--- src/rtl/calc_pkg.sv ---
// Shared constants and FSM encodings for the calculator digit-lane datapath.
package calc_pkg;
    localparam int NUM_DIGITS = 4;
    localparam int BCD_W      = 4;
    localparam int MAX_DEC    = 9999;

    typedef logic [1:0] state_t;

    localparam state_t ST_IDLE   = 2'd0;
    localparam state_t ST_SHIFT  = 2'd1;
    localparam state_t ST_FINISH = 2'd2;
endpackage

--- src/rtl/bcd_add3.sv ---
// Double-dabble nibble correction: a BCD digit of 5 or more gets +3 before the shift.
module bcd_add3
    import calc_pkg::*;
(
    input  logic [BCD_W-1:0] nib_i,
    output logic [BCD_W-1:0] nib_o
);
    assign nib_o = (nib_i >= BCD_W'(5)) ? nib_i + BCD_W'(3) : nib_i;
endmodule

--- src/rtl/quad_unshift.sv ---
// Binary-to-four-digit splitter using shift-add-3, one input bit per clock.
module quad_unshift
    import calc_pkg::*;
#(
    parameter int IN_W  = 14,
    parameter int DIG_W = 8
) (
    input  logic             clk,
    input  logic             rst,
    input  logic             start,
    input  logic [IN_W-1:0]  in_val,
    output logic             busy,
    output logic             done,
    output logic             ovf,
    output logic [DIG_W-1:0] dig0,
    output logic [DIG_W-1:0] dig1,
    output logic [DIG_W-1:0] dig2,
    output logic [DIG_W-1:0] dig3
);
    // state     | meaning
    // ST_IDLE   | waiting for start, outputs hold last result
    // ST_SHIFT  | IN_W shift-add-3 steps, one input bit each
    // ST_FINISH | publish digits (or saturated 9999) and pulse done

    localparam int BCD_TOT = NUM_DIGITS * BCD_W;
    localparam int CNT_W   = 5;
    localparam logic [IN_W-1:0]  MAX_IN   = IN_W'(MAX_DEC);
    localparam logic [DIG_W-1:0] DIG_NINE = DIG_W'(9);

    state_t                               state_q, state_d;
    logic [IN_W-1:0]                      sreg_q, sreg_d;
    logic [BCD_TOT-1:0]                   bcd_q, bcd_d, bcd_adj;
    logic [CNT_W-1:0]                     cnt_q, cnt_d;
    logic                                 ovf_pend_q, ovf_pend_d;
    logic                                 ovf_q, ovf_d;
    logic                                 done_q, done_d;
    logic [NUM_DIGITS-1:0][DIG_W-1:0]     dig_q, dig_d;

    for (genvar g = 0; g < NUM_DIGITS; g++) begin : g_add3
        bcd_add3 u_add3 (
            .nib_i (bcd_q[g*BCD_W +: BCD_W]),
            .nib_o (bcd_adj[g*BCD_W +: BCD_W])
        );
    end

    always_comb begin
        state_d    = state_q;
        sreg_d     = sreg_q;
        bcd_d      = bcd_q;
        cnt_d      = cnt_q;
        ovf_pend_d = ovf_pend_q;
        ovf_d      = ovf_q;
        dig_d      = dig_q;
        done_d     = 1'b0;
        case (state_q)
            ST_IDLE: begin
                if (start) begin
                    state_d    = ST_SHIFT;
                    sreg_d     = in_val;
                    bcd_d      = '0;
                    cnt_d      = CNT_W'(IN_W);
                    ovf_pend_d = (in_val > MAX_IN);
                end
            end
            ST_SHIFT: begin
                bcd_d  = {bcd_adj[BCD_TOT-2:0], sreg_q[IN_W-1]};
                sreg_d = {sreg_q[IN_W-2:0], 1'b0};
                cnt_d  = cnt_q - CNT_W'(1);
                // a carry out of the thousands digit only happens when saturation is already pending
                ovf_pend_d = ovf_pend_q | bcd_adj[BCD_TOT-1];
                if (cnt_q == CNT_W'(1)) begin
                    state_d = ST_FINISH;
                end
            end
            ST_FINISH: begin
                state_d = ST_IDLE;
                done_d  = 1'b1;
                ovf_d   = ovf_pend_q;
                for (int k = 0; k < NUM_DIGITS; k++) begin
                    dig_d[k] = ovf_pend_q ? DIG_NINE : DIG_W'(bcd_q[k*BCD_W +: BCD_W]);
                end
            end
            default: state_d = ST_IDLE;
        endcase
    end

    always_ff @(posedge clk or posedge rst) begin
        if (rst) begin
            state_q    <= ST_IDLE;
            sreg_q     <= '0;
            bcd_q      <= '0;
            cnt_q      <= '0;
            ovf_pend_q <= 1'b0;
            ovf_q      <= 1'b0;
            done_q     <= 1'b0;
            dig_q      <= '0;
        end else begin
            state_q    <= state_d;
            sreg_q     <= sreg_d;
            bcd_q      <= bcd_d;
            cnt_q      <= cnt_d;
            ovf_pend_q <= ovf_pend_d;
            ovf_q      <= ovf_d;
            done_q     <= done_d;
            dig_q      <= dig_d;
        end
    end

    assign busy = (state_q != ST_IDLE);
    assign done = done_q;
    assign ovf  = ovf_q;
    assign dig0 = dig_q[0];
    assign dig1 = dig_q[1];
    assign dig2 = dig_q[2];
    assign dig3 = dig_q[3];
endmodule

--- config.mk ---
export PLATFORM = sky130hd
export DESIGN_NAME = quad_unshift
export DESIGN_NICKNAME = d
export VERILOG_FILES = /design/src/rtl/calc_pkg.sv /design/src/rtl/bcd_add3.sv /design/src/rtl/quad_unshift.sv
export SDC_FILE = /design/constraint.sdc
export NUM_CORES = 1
export LEC_CHECK = 0
export CORE_ASPECT_RATIO = 2
export CORE_MARGIN = 3
export CORE_UTILIZATION = 35
export DETAILED_ROUTE_END_ITERATION = 7
export GPL_TIMING_DRIVEN = 0
export PLACE_DENSITY_LB_ADDON = 0.05
export SETUP_SLACK_MARGIN = 0.05
export SLEW_MARGIN = 0
export SYNTH_ARGS = -nofsm -noshare
export SYNTH_HDL_FRONTEND = slang
export SYNTH_HIERARCHICAL = 1
export SYNTH_SLANG_ARGS = --single-unit
--- constraint.sdc ---
create_clock -name clk -period 1.5 [get_ports clk]
set_input_delay 0.15 -clock clk [delete_from_list [all_inputs] [get_ports clk]]
set_output_delay 0.15 -clock clk [all_outputs]
set_load 0.05 [all_outputs]
== Yosys cells after proc, flatten, opt, wreduce, memory -nomap -nowiden ==
Index checks and enable logic that the tools add are counted.

* Bits of input ports: 17
* Output and inout bits: 35
* Logic and storage cells: 52
* Flip-flop bits (word level): 72

* Order comparisons: 5
* Reduce and logical (&&, ||, !) cells: 5
* Equality and inequality tests: 5
* Add/sub/neg operators: 5
* Mux-type cells: 20
* Bitwise gates (word level): 1

{| class="wikitable"
|+ Operator list
! operator !! number
|-
| $mux 4 || 8
|-
| $pmux 16 s2 || 1
|-
| $pmux 14 s2 || 1
|-
| $add 4x2->4 const B || 4
|-
| $ge 4x3->1 const B || 4
|-
| $mux 16 || 1
|-
| $gt 14x14->1 const B || 1
|-
| $mux 14 || 1
|-
| $pmux 5 s2 || 1
|-
| $eq 5x1->1 const B || 1
|-
| $mux 5 || 1
|-
| $sub 5x1->5 const B || 1
|-
| $mux 2 || 2
|-
| $ne 2x2->1 const B || 2
|-
| $pmux 2 s2 || 1
|-
| $reduce_and 2->1 || 2
|-
| $reduce_bool 2->1 || 2
|-
| $eq 2x1->1 const B || 1
|-
| $eq 2x2->1 const B || 1
|-
| $logic_not 2->1 || 1
|-
| $mux 1 || 2
|-
| $pmux 1 s2 || 1
|-
| $or 1x1->1 || 1
|}

== Logic depth before layout (Yosys ltp) ==
Gate-level depths: netlist of run 1.

* Depth after elaboration: 4
* Gate-level depth with buffers: 7
* Mapped depth without buffers: 7

== Cells and area by module ==
Netlist of run 1, hierarchy kept.

{| class="wikitable"
|+ By module, submodules not included
! module !! seq. area each (sq um) !! instances !! cells an instance !! area each (sq um)
|-
| quad_unshift || 1401.3 || 1 || 247 || 2562.5
|-
| bcd_add3 || 0.0 || 4 || 16 || 101.3
|}

== Worst setup path after synthesis of run 1 ==
Ideal clock, no wire load.

* Path type: flip-flop to flip-flop
* Start: register bcd_q[0]
* End: register bcd_q[2]
* Library setup time: 0.121 ns
* Setup slack: 0.156 ns
* Data required time: 1.379 ns
* Clock period less this slack: 1.344 ns
* Data arrival time: 1.223 ns
* Cell stages (with the launch flop): 6
* Path buffers: 0
* Path through: dfrtp_1 > ha_1 > nand2b_1 > a21oi_2 > mux2i_1 > a22o_1

* Word-level cells in the longest chain between the ends: 3
* Elaborated cells between the ends (all ways): 4
* Classes of those cells: 1 x add/sub; 1 x order compare; 2 x mux

{| class="wikitable"
|+ RTL lines
! element !! line !! source
|-
| start: declaration || quad_unshift.sv:32 || <nowiki>logic [BCD_TOT-1:0] bcd_q, bcd_d, bcd_adj;</nowiki>
|-
| start signal: assignment || quad_unshift.sv:91 || <nowiki>bcd_q <= '0;</nowiki>
|-
| start signal: assignment || quad_unshift.sv:100 || <nowiki>bcd_q <= bcd_d;</nowiki>
|-
| $add 4x2->4 or $ge 4x3->1 (tied branches) || bcd_add3.sv:8 || <nowiki>assign nib_o = (nib_i >= BCD_W'(5)) ? nib_i + BCD_W'(3) : nib_i;</nowiki>
|-
| $mux 4 (*) || bcd_add3.sv:8 ||
|-
| net bcd_adj[1] || quad_unshift.sv:32 ||
|-
| $pmux 16 s2 (*) || quad_unshift.sv:55 || <nowiki>case (state_q)</nowiki>
|}

Mark *: on every way through the listed nets, which the timed path passes. The rest lies on a longest branch.
A chain may end at the register's enable or synchronous reset.

== Worst setup path in the final report of run 1 ==
* Start: register state_q[0]
* End: output port busy

* Word-level cells in the longest chain between the ends: 1

{| class="wikitable"
|+ RTL lines
! element !! line !! source
|-
| start: declaration || quad_unshift.sv:30 || <nowiki>state_t state_q, state_d;</nowiki>
|-
| start signal: assignment || quad_unshift.sv:98 || <nowiki>state_q <= state_d;</nowiki>
|-
| $reduce_bool 2->1 || quad_unshift.sv:109 || <nowiki>assign busy = (state_q != ST_IDLE);</nowiki>
|-
| end: declaration || quad_unshift.sv:12 || <nowiki>output logic busy,</nowiki>
|}

No other way between the ends.

==> flow_summary.json, run 1 <==
{
  "status": "finished clean",
  "crit_required_ps": 1350,
  "tritoncts": "done",
  "yosys_warnings": 6,
  "rr_worst_depth": 5,
  "slew_viol_final": 0,
  "ir_drop_mv": 0.681,
  "insertion_delay_ps": 300,
  "finalClockSkew_ps": 8.85,
  "syn_inst": 311,
  "final_area_sq_mm": 0.00384,
  "routed_via_density": 4.84,
  "yosysTopAreaCell": "dfrtp_1",
  "core.rowCount": 46,
  "rsz0062_at_grt": "true",
  "routed-via-count": 2303,
  "ys_types": 38,
  "dp_slack_ps": -433,
  "cts.sinks": 56,
  "seq_area_frac_synth": 0.472,
  "antenna_found_initial": 0,
  "synth-compound-area-share": 0.173,
  "hold_violations": 0,
  "maxCapViolations": 0,
  "netlist_top_cells_area": "dfrtp_1 47%, nand2_1 6.3%, o21ai_0 5.1%",
  "num_antenna_cells": 0,
  "crit_fanout": 5,
  "synth_top_area_frac": 0.472,
  "io_pins": 52,
  "htreeDepth": 2,
  "yosys.area_share.simple": 0.182,
  "detail_route.first_pass.iterations": 4,
  "synthFlopType": "dfrtp_1",
  "finalWorstSetupSlack_ps": 19.1,
  "fin_crit_sh": 0.987,
  "place_congestion": 0.727,
  "synth_edf_count": 0,
  "cp-end-kind": "output port",
  "port_buffers": 35,
  "fp.dieH_um": 136,
  "wirelength_um": 6820,
  "ant_nets": 0,
  "cp-start-kind": "flip-flop",
  "grt_overflow": 0,
  "setup_viol": 0,
  "ys_ff_latch": 56,
  "grt_max_degree": 57,
  "cts-root-buf": "clkbuf_16",
  "post-route-min-period_ps": 1480,
  "dpl-instance-area_sq_mm": 0.00350,
  "coreArea_sq_mm": 0.00812,
  "grt_pass1_vias": 2243,
  "first_iter_violations": 143,
  "clock_path_buffers": 2,
  "path_class": "flip-flop to output port",
  "grt_util_all_layers": 0.147,
  "area_growth_pct": 29.5,
  "arrival_ps": 1330,
  "dp_hpwl_um": 4980,
  "hold_path.class": "input port to asynchronous set/reset pin",
  "p_per_area_mw_per_mm2": 2090,
  "p_leak_nw": 1.89,
  "ctsHoldBuffers": 0,
  "async_flop_share": 1.00,
  "cts_buffers": 5,
  "synthMuxAreaShare": 0.0207,
  "grt_pass1_wl_um": 11200,
  "die_area_sq_mm": 0.00969,
  "drc": 0,
  "synth_top_family_by_area": "simple AND/OR/NAND/NOR gates",
  "synth-adder-area-share": 0.0422,
  "nNetsFinal": 406,
  "syn_avg_cell_area_sq_um": 9.54,
  "start_util": 0.366,
  "synth_commonest_cells": "56 x dfrtp_1, 50 x nand2_1, 30 x o21ai_0, 19 x buf_4",
  "drive_above_1_share": 0.221,
  "synthXorXnorAreaFrac": 0.0118,
  "dieWidth_um": 71.1,
  "synth_area_sq_mm": 0.00297,
  "clock.fmax_mhz": 675,
  "routedWlPerCell_um": 14.3,
  "path_clk_slew_ps": 70,
  "yosysMostFrequentCell": "dfrtp_1"
}
==> repair_timing <==
action,4_1_cts,5_1_grt
endpoints found under the setup margin,25,19
resized for setup,32,29
pin swaps,1,8
setup buffers,2,8
==> final cells by class <==
cell class,instances,area [sq um]
sequential,56,1410
buffer,33,253
fill,825,4270
tap,96,120
inverter,15,60.1
timing repair buffer,46,428
clock buffer,5,125
clock inverter,3,18.8
multi-input combinational,222,1430
==> routing by layer <==
layer | GRT usage | up-vias | wire [um]
met4 | 0.0502 | 0 | 110
li1 | - | 1152 | -
met5 | 0 | - | 0
met1 | 0.161 | 1099 | 2620
met3 | 0.0259 | 7 | 222
met2 | 0.278 | 45 | 3870
==> layout by cell type, fill, tap and decap left out, types with 2 or more instances in the layout <==
cell / Yosys / layout
a21oi_1: 13 / 13
a21oi_4: 0 / 3
a22o_1: 17 / 17
a22oi_1: 3 / 3
and3_1: 2 / 2
and3b_1: 9 / 9
buf_2: 8 / 4
buf_4: 19 / 29
buf_6: 2 / 3
buf_8: 0 / 2
clkbuf_16: 0 / 5
clkbuf_2: 2 / 2
clkbuf_4: 0 / 2
clkdlybuf4s50_1: 0 / 16
clkinv_2: 0 / 2
conb_1: 1 / 16
dfrtp_1: 56 / 51
dfrtp_2: 0 / 5
dlygate4sd2_1: 0 / 18
ha_1: 10 / 4
ha_2: 0 / 5
inv_1: 15 / 11
inv_2: 0 / 3
mux2i_1: 5 / 5
nand2_1: 50 / 50
nand2b_1: 17 / 13
nand2b_4: 0 / 4
nand3_1: 3 / 3
nor2_1: 13 / 13
o21ai_0: 30 / 29
o21ai_1: 9 / 10
or3_1: 3 / 3
xnor2_1: 4 / 3
==> through the flow <==
| stage | hold WS, ps | power [mW] | instances | util | TNS [ps] |
|---|---|---|---|---|---|
| floorplan | 230 | 5.45 | 326 | - | 0 |
| global placement | 464 | 6.39 | 457 | 0.431 | -5800 |
| detailed placement | 472 | 6.47 | 457 | 0.431 | -7300 |
| CTS | 446 | 7.64 | 467 | 0.450 | -105 |
| global route | 215 | 8.68 | 476 | 0.473 | -19.8 |
| finish | 179 | 8.03 | 476 | 0.473 | 0 |
==> registers in the layout, indices dropped and copies added (netlist names) <==
signal	flops
dig1	4
dig0	4
state_q	2
ovf	1
dig3	4
sreg_q	14
ovf_pend_q	1
cnt_q	5
dig2	4
done	1
bcd_q	16
==> kinds of logic after synthesis <==
family | Yosys count
simple gates | 106
compound gates | 80
flops | 56
buf+inv | 48
fa+ha+maj | 10
mux | 6
xor+xnor | 4
other cells | 1
==> worst paths after layout <==
check / startpoint / endpoint / slack, ps
max: state_q[0] / busy / 20
min: rst / dig3[1] / 180
max reg2reg: bcd_q[8] / bcd_q[10] / 100
min reg2reg: cnt_q[4] / cnt_q[4] / 470
max in group asynchronous: rst / bcd_q[4] / 770
min in group clk: in_val[13] / ovf_pend_q / 450
==> critical path: stages (launching register included) <==
cell and delay, ps:
dfrtp_2 420, buf_6 120, buf_8 110, or2_4 230
buf_8 150
==> report_power, final <==
group	switching [mW]	internal (mW)	total [mW]
Clock	0.564	0.618	1.18
Combinational	2.27	1.91	4.18
Sequential	0.530	2.14	2.67
(Power assumes the default switching activity.)
==> run 2, diff against run 1 <==
--- a/config.mk
+++ b/config.mk
@@ -5,6 +5,7 @@
 export SDC_FILE = /design/constraint.sdc
 export NUM_CORES = 1
 export LEC_CHECK = 0
+export CAP_MARGIN = 20
 export CORE_ASPECT_RATIO = 2
 export CORE_MARGIN = 3
 export CORE_UTILIZATION = 35
==> flow_summary.json, run 2 (same netlist as run 1, synthesis figures left out) <==
{
  "path_class": "flip-flop to output port",
  "fp.dieH_um": 136,
  "place_congestion": 0.727,
  "finalSetupTns_ps": 0,
  "coreArea_sq_mm": 0.00812,
  "rsz0062_at_grt": "true",
  "setup_viol": 0,
  "n_fill_cell": 814,
  "dp_hpwl_um": 5100,
  "ctsHoldBuffers": 0,
  "grt_util_all_layers": 0.146,
  "grt_pass1_vias": 2234,
  "cp-end-kind": "output port",
  "crit_required_ps": 1350,
  "drc": 0,
  "nNetsFinal": 408,
  "routed-via-count": 2305,
  "ant_nets": 0,
  "p_sw_frac": 0.405,
  "die_area_sq_mm": 0.00969,
  "drive_above_1_share": 0.217,
  "area_growth_pct": 31.4,
  "regMostFlops": "bcd_q",
  "p_int_mw": 4.96,
  "combPwrFrac": 0.509,
  "dieWidth_um": 71.1,
  "arrival_ps": 1320,
  "htreeDepth": 2,
  "tritoncts": "done",
  "slew_viol_final": 0,
  "cp-start-kind": "flip-flop",
  "power.total_mw": 8.33,
  "clock_path_buffers": 2,
  "antenna_found_initial": 0,
  "io_pins": 52,
  "cts.sinks": 56,
  "p_sw_mw": 3.37,
  "num_antenna_cells": 0,
  "timing.hold.ws_ps": 199,
  "clkPwrFrac": 0.171,
  "finalClockSkew_ps": 5.33,
  "crit_fanout": 5,
  "hold_violations": 0,
  "maxCapViolations": 0,
  "first_iter_violations": 138,
  "utilization": 0.480,
  "r2r_slack_ps": 110,
  "cts_buffers": 5,
  "insertion_delay_ps": 290,
  "start_util": 0.366,
  "fin_crit_sh": 0.982,
  "hold_path.class": "input port to asynchronous set/reset pin",
  "p_leak_nw": 1.92,
  "seqPwrFrac": 0.320,
  "p_per_area_mw_per_mm2": 2140,
  "cts-root-buf": "clkbuf_16",
  "final_common_cell": "dfrtp_1",
  "routedWlPerCell_um": 14.3,
  "wirelength_um": 6820,
  "core.rowCount": 46,
  "path_clk_slew_ps": 70,
  "largest_reg_flops": 16,
  "detail_route.first_pass.iterations": 4,
  "clock.fmax_mhz": 679,
  "post-route-min-period_ps": 1470,
  "routed_via_density": 4.82,
  "grt_overflow": 0,
  "grt_pass1_wl_um": 11200,
  "ir_drop_mv": 0.790,
  "reg_top3": "bcd_q (16), sreg_q (14), cnt_q (5)",
  "port_buffers": 35,
  "status": "finished clean",
  "grt_max_degree": 41,
  "layout_common_cells": "51 x dfrtp_1, 50 x nand2_1, 30 x buf_4"
}
-- run 2: final timing paths --
check / to / startpoint / cells after the start
min in group clk: ovf_pend_q / in_val[13] / 3
max in group asynchronous: bcd_q[0] / rst / 3
max: busy / state_q[0] / 4
min: bcd_q[10] / rst / 2
max reg2reg: bcd_q[6] / bcd_q[5] / 6
min reg2reg: dig2[1] / dig2[1] / 2
-- run 2: timing repair --
item                                   4_1_cts  5_1_grt
gates resized for setup                     32       26
setup endpoints to repair                   25       20
endpoints found under the hold margin        0        0
pin swaps                                    1        7
buffers inserted                             2       10
-- run 2: layout make-up --
class,count,area [sq um],area share
Inverter,15,60.1,0.0154
Sequential cell,56,1410,0.361
Timing Repair Buffer,48,443,0.114
Buffer,33,250,0.0642
Multi-Input combinational cell,222,1440,0.368
Clock inverter,1,30.0,0.00770
Clock buffer,7,153,0.0392
Tap cell,96,120,0.0308
-- run 2: worst max-delay path, stage by stage (launching register included) --
cell and delay, ps:
dfrtp_2 410, buf_6 120, buf_8 110, or2_4 230
buf_8 150
-- run 2: metal layers --
layer	GRT usage	part of all wire
met1	0.164	0.38
met2	0.271	0.56
met3	0.0215	0.033
met4	0.0575	0.020
met5	0	0
-- run 2: power groups by stage --
stage | combinational [mW] | sequential [mW] | clock [mW]
2_1_floorplan | 2.38 | 3.07 | 0
4_1_cts | 3.78 | 2.65 | 1.46
5_1_grt | 4.69 | 2.76 | 1.52
3_3_place_gp | 3.72 | 2.67 | 0
3_5_place_dp | 3.78 | 2.69 | 0
6_report | 4.24 | 2.67 | 1.43
-- run 2: through the flow --
step                instance area [sq um]  setup WS [ps]  std cells
finish                               3900           27.5        478
global route                         3900          -11.1        478
CTS                                  3710          -96.7        468
detailed placement                   3520           -431        458
global placement                     3500           -441        457
floorplan                            3030            156        326
==> run 3, diff against run 2 <==
--- a/config.mk
+++ b/config.mk
@@ -8,11 +8,12 @@
 export CAP_MARGIN = 20
 export CORE_ASPECT_RATIO = 2
 export CORE_MARGIN = 3
-export CORE_UTILIZATION = 35
+export CORE_UTILIZATION = 45
 export DETAILED_ROUTE_END_ITERATION = 7
 export GPL_TIMING_DRIVEN = 0
 export PLACE_DENSITY_LB_ADDON = 0.05
 export SETUP_SLACK_MARGIN = 0.05
+export SKIP_CTS_REPAIR_TIMING = 1
 export SLEW_MARGIN = 0
 export SYNTH_ARGS = -nofsm -noshare
 export SYNTH_HDL_FRONTEND = slang
==> flow_summary.json, run 3 (same netlist as run 1, synthesis figures left out) <==
{
  "fp.dieH_um": 121,
  "first_iter_violations": 97,
  "htreeDepth": 2,
  "post-route-min-period_ps": 1530,
  "finalClockSkew_ps": 6.25,
  "drive_above_1_share": 0.208,
  "path_cells": "buf_8 > buf_8 > or2_4 > buf_8",
  "ant_nets": 0,
  "layout_common_cells": "51 x dfrtp_1, 50 x nand2_1, 30 x buf_4, 30 x o21ai_0, 19 x dlymetal6s2s_1",
  "clock.fmax_mhz": 653,
  "port_buffers": 35,
  "core.rowCount": 41,
  "placed_cells": 448,
  "fin_crit_sh": 1.02,
  "wirelength_um": 6280,
  "path_common_cell": "buf_8",
  "hold_path.class": "input port to asynchronous set/reset pin",
  "io_pins": 52,
  "die_area_sq_mm": 0.00766,
  "insertion_delay_ps": 290,
  "routed-via-count": 2271,
  "slew_headroom": 0.655,
  "crit_required_ps": 1350,
  "cts-root-buf": "clkbuf_16",
  "detail_route.first_pass.iterations": 4,
  "largest_reg_flops": 16,
  "arrival_ps": 1380,
  "dp_hpwl_um": 4640,
  "slowest_stage": "dfrtp_2",
  "n_fill_cell": 580,
  "tritoncts": "done",
  "rsz0062_at_grt": "true",
  "worst_pin_slew_ps": 517,
  "path_class": "flip-flop to output port",
  "crit_path_max_incr_delay_ps": 440,
  "coreArea_sq_mm": 0.00636,
  "cts.sinks": 56,
  "p_per_area_mw_per_mm2": 2080,
  "hold_violations": 0,
  "finalWorstSetupSlack_ps": -31.3,
  "num_antenna_cells": 0,
  "cp-end-kind": "output port",
  "grt_util_all_layers": 0.173,
  "setup_viol": 1,
  "clock_path_buffers": 2,
  "routedWlPerCell_um": 13.5,
  "ir_drop_mv": 1.18,
  "final_common_cell": "dfrtp_1",
  "maxCapViolations": 0,
  "final_cells": 465,
  "regMostFlops": "bcd_q",
  "dieWidth_um": 63.4,
  "path_clk_slew_ps": 70,
  "reg_top3": "bcd_q (16), sreg_q (14), cnt_q (5)",
  "area_growth_pct": 31.0,
  "multi_input_area_sq_mm": 0.00143,
  "grt_max_degree": 42,
  "regArea_sq_mm": 0.00141,
  "crit_fanout": 10,
  "routed_via_density": 4.88,
  "grt_overflow": 0,
  "antenna_found_initial": 0,
  "p_leak_nw": 2.12,
  "violations": "negative setup slack",
  "grt_pass1_wl_um": 10500,
  "timing.hold.ws_ps": 185,
  "cp-start-kind": "flip-flop",
  "drc": 0,
  "grt_pass1_vias": 2230,
  "place_congestion": 0.779,
  "slew_viol_final": 0,
  "cts_buffers": 5,
  "nNetsFinal": 406,
  "status": "finished with violations",
  "start_util": 0.467
}
run 3: changes by cell type in the layout (fill, tap and decap cells not counted), moves of 2 or more:
| cell | delta |
|---|---|
| buf_6 | -2 |
| dlygate4sd2_1 | -18 |
| clkbuf_8 | -2 |
| dlymetal6s2s_1 | +18 |
run 3: final timing paths:
check / start / to / cells past startpoint / slack (ps)
max in group asynchronous: rst / bcd_q[4] / 3 / 790
worst max register to register: bcd_q[1] / bcd_q[2] / 6 / 90
worst max-delay path: state_q[0] / busy / 4 / -30
worst min register to register: dig0[3] / dig0[3] / 2 / 470
worst min-delay path: rst / dig3[1] / 2 / 180
min in group clk: in_val[0] / sreg_q[0] / 2 / 470
run 3: final cells by class:
cell class | instances | area share
Clock inverter | 1 | 0.00129
Clock buffer | 6 | 0.0332
Buffer | 33 | 0.0650
Timing Repair Buffer | 46 | 0.127
Tap cell | 86 | 0.0277
Inverter | 15 | 0.0154
Multi-Input combinational cell | 222 | 0.368
Sequential cell | 56 | 0.362
run 3: power breakdown:
group          switching [mW]  internal (mW)
registers               0.548           2.14
logic                    2.26           2.02
clock network           0.502          0.608
total                    3.31           4.76
run 3: per-layer routing:
| metal | share of wire | global-route usage | up-vias |
|---|---|---|---|
| met5 | 0 | 0 | - |
| met4 | 0.023 | 0.0744 | 0 |
| met3 | 0.030 | 0.0287 | 10 |
| met2 | 0.57 | 0.329 | 44 |
| met1 | 0.38 | 0.180 | 1064 |
| li1 | - | - | 1153 |
run 3: per-stage QoR:
stage,total power [mW],instance area [sq um],util,setup TNS (ps),setup WS [ps]
finish,8.07,3890,0.611,-31.3,-31.3
global route,8.73,3890,0.611,-69.0,-69.0
CTS,7.56,3640,0.572,-2470,-761
detailed placement,6.42,3510,0.551,-1130,-432
global placement,6.31,3490,0.548,-2190,-428
floorplan,5.45,3030,-,0,156
run 3: critical path: cells and delay by family, from the launching register on:
family        cells  cell delay (ps)
flops             1              440
buf+inv           3              420
simple gates      1              230
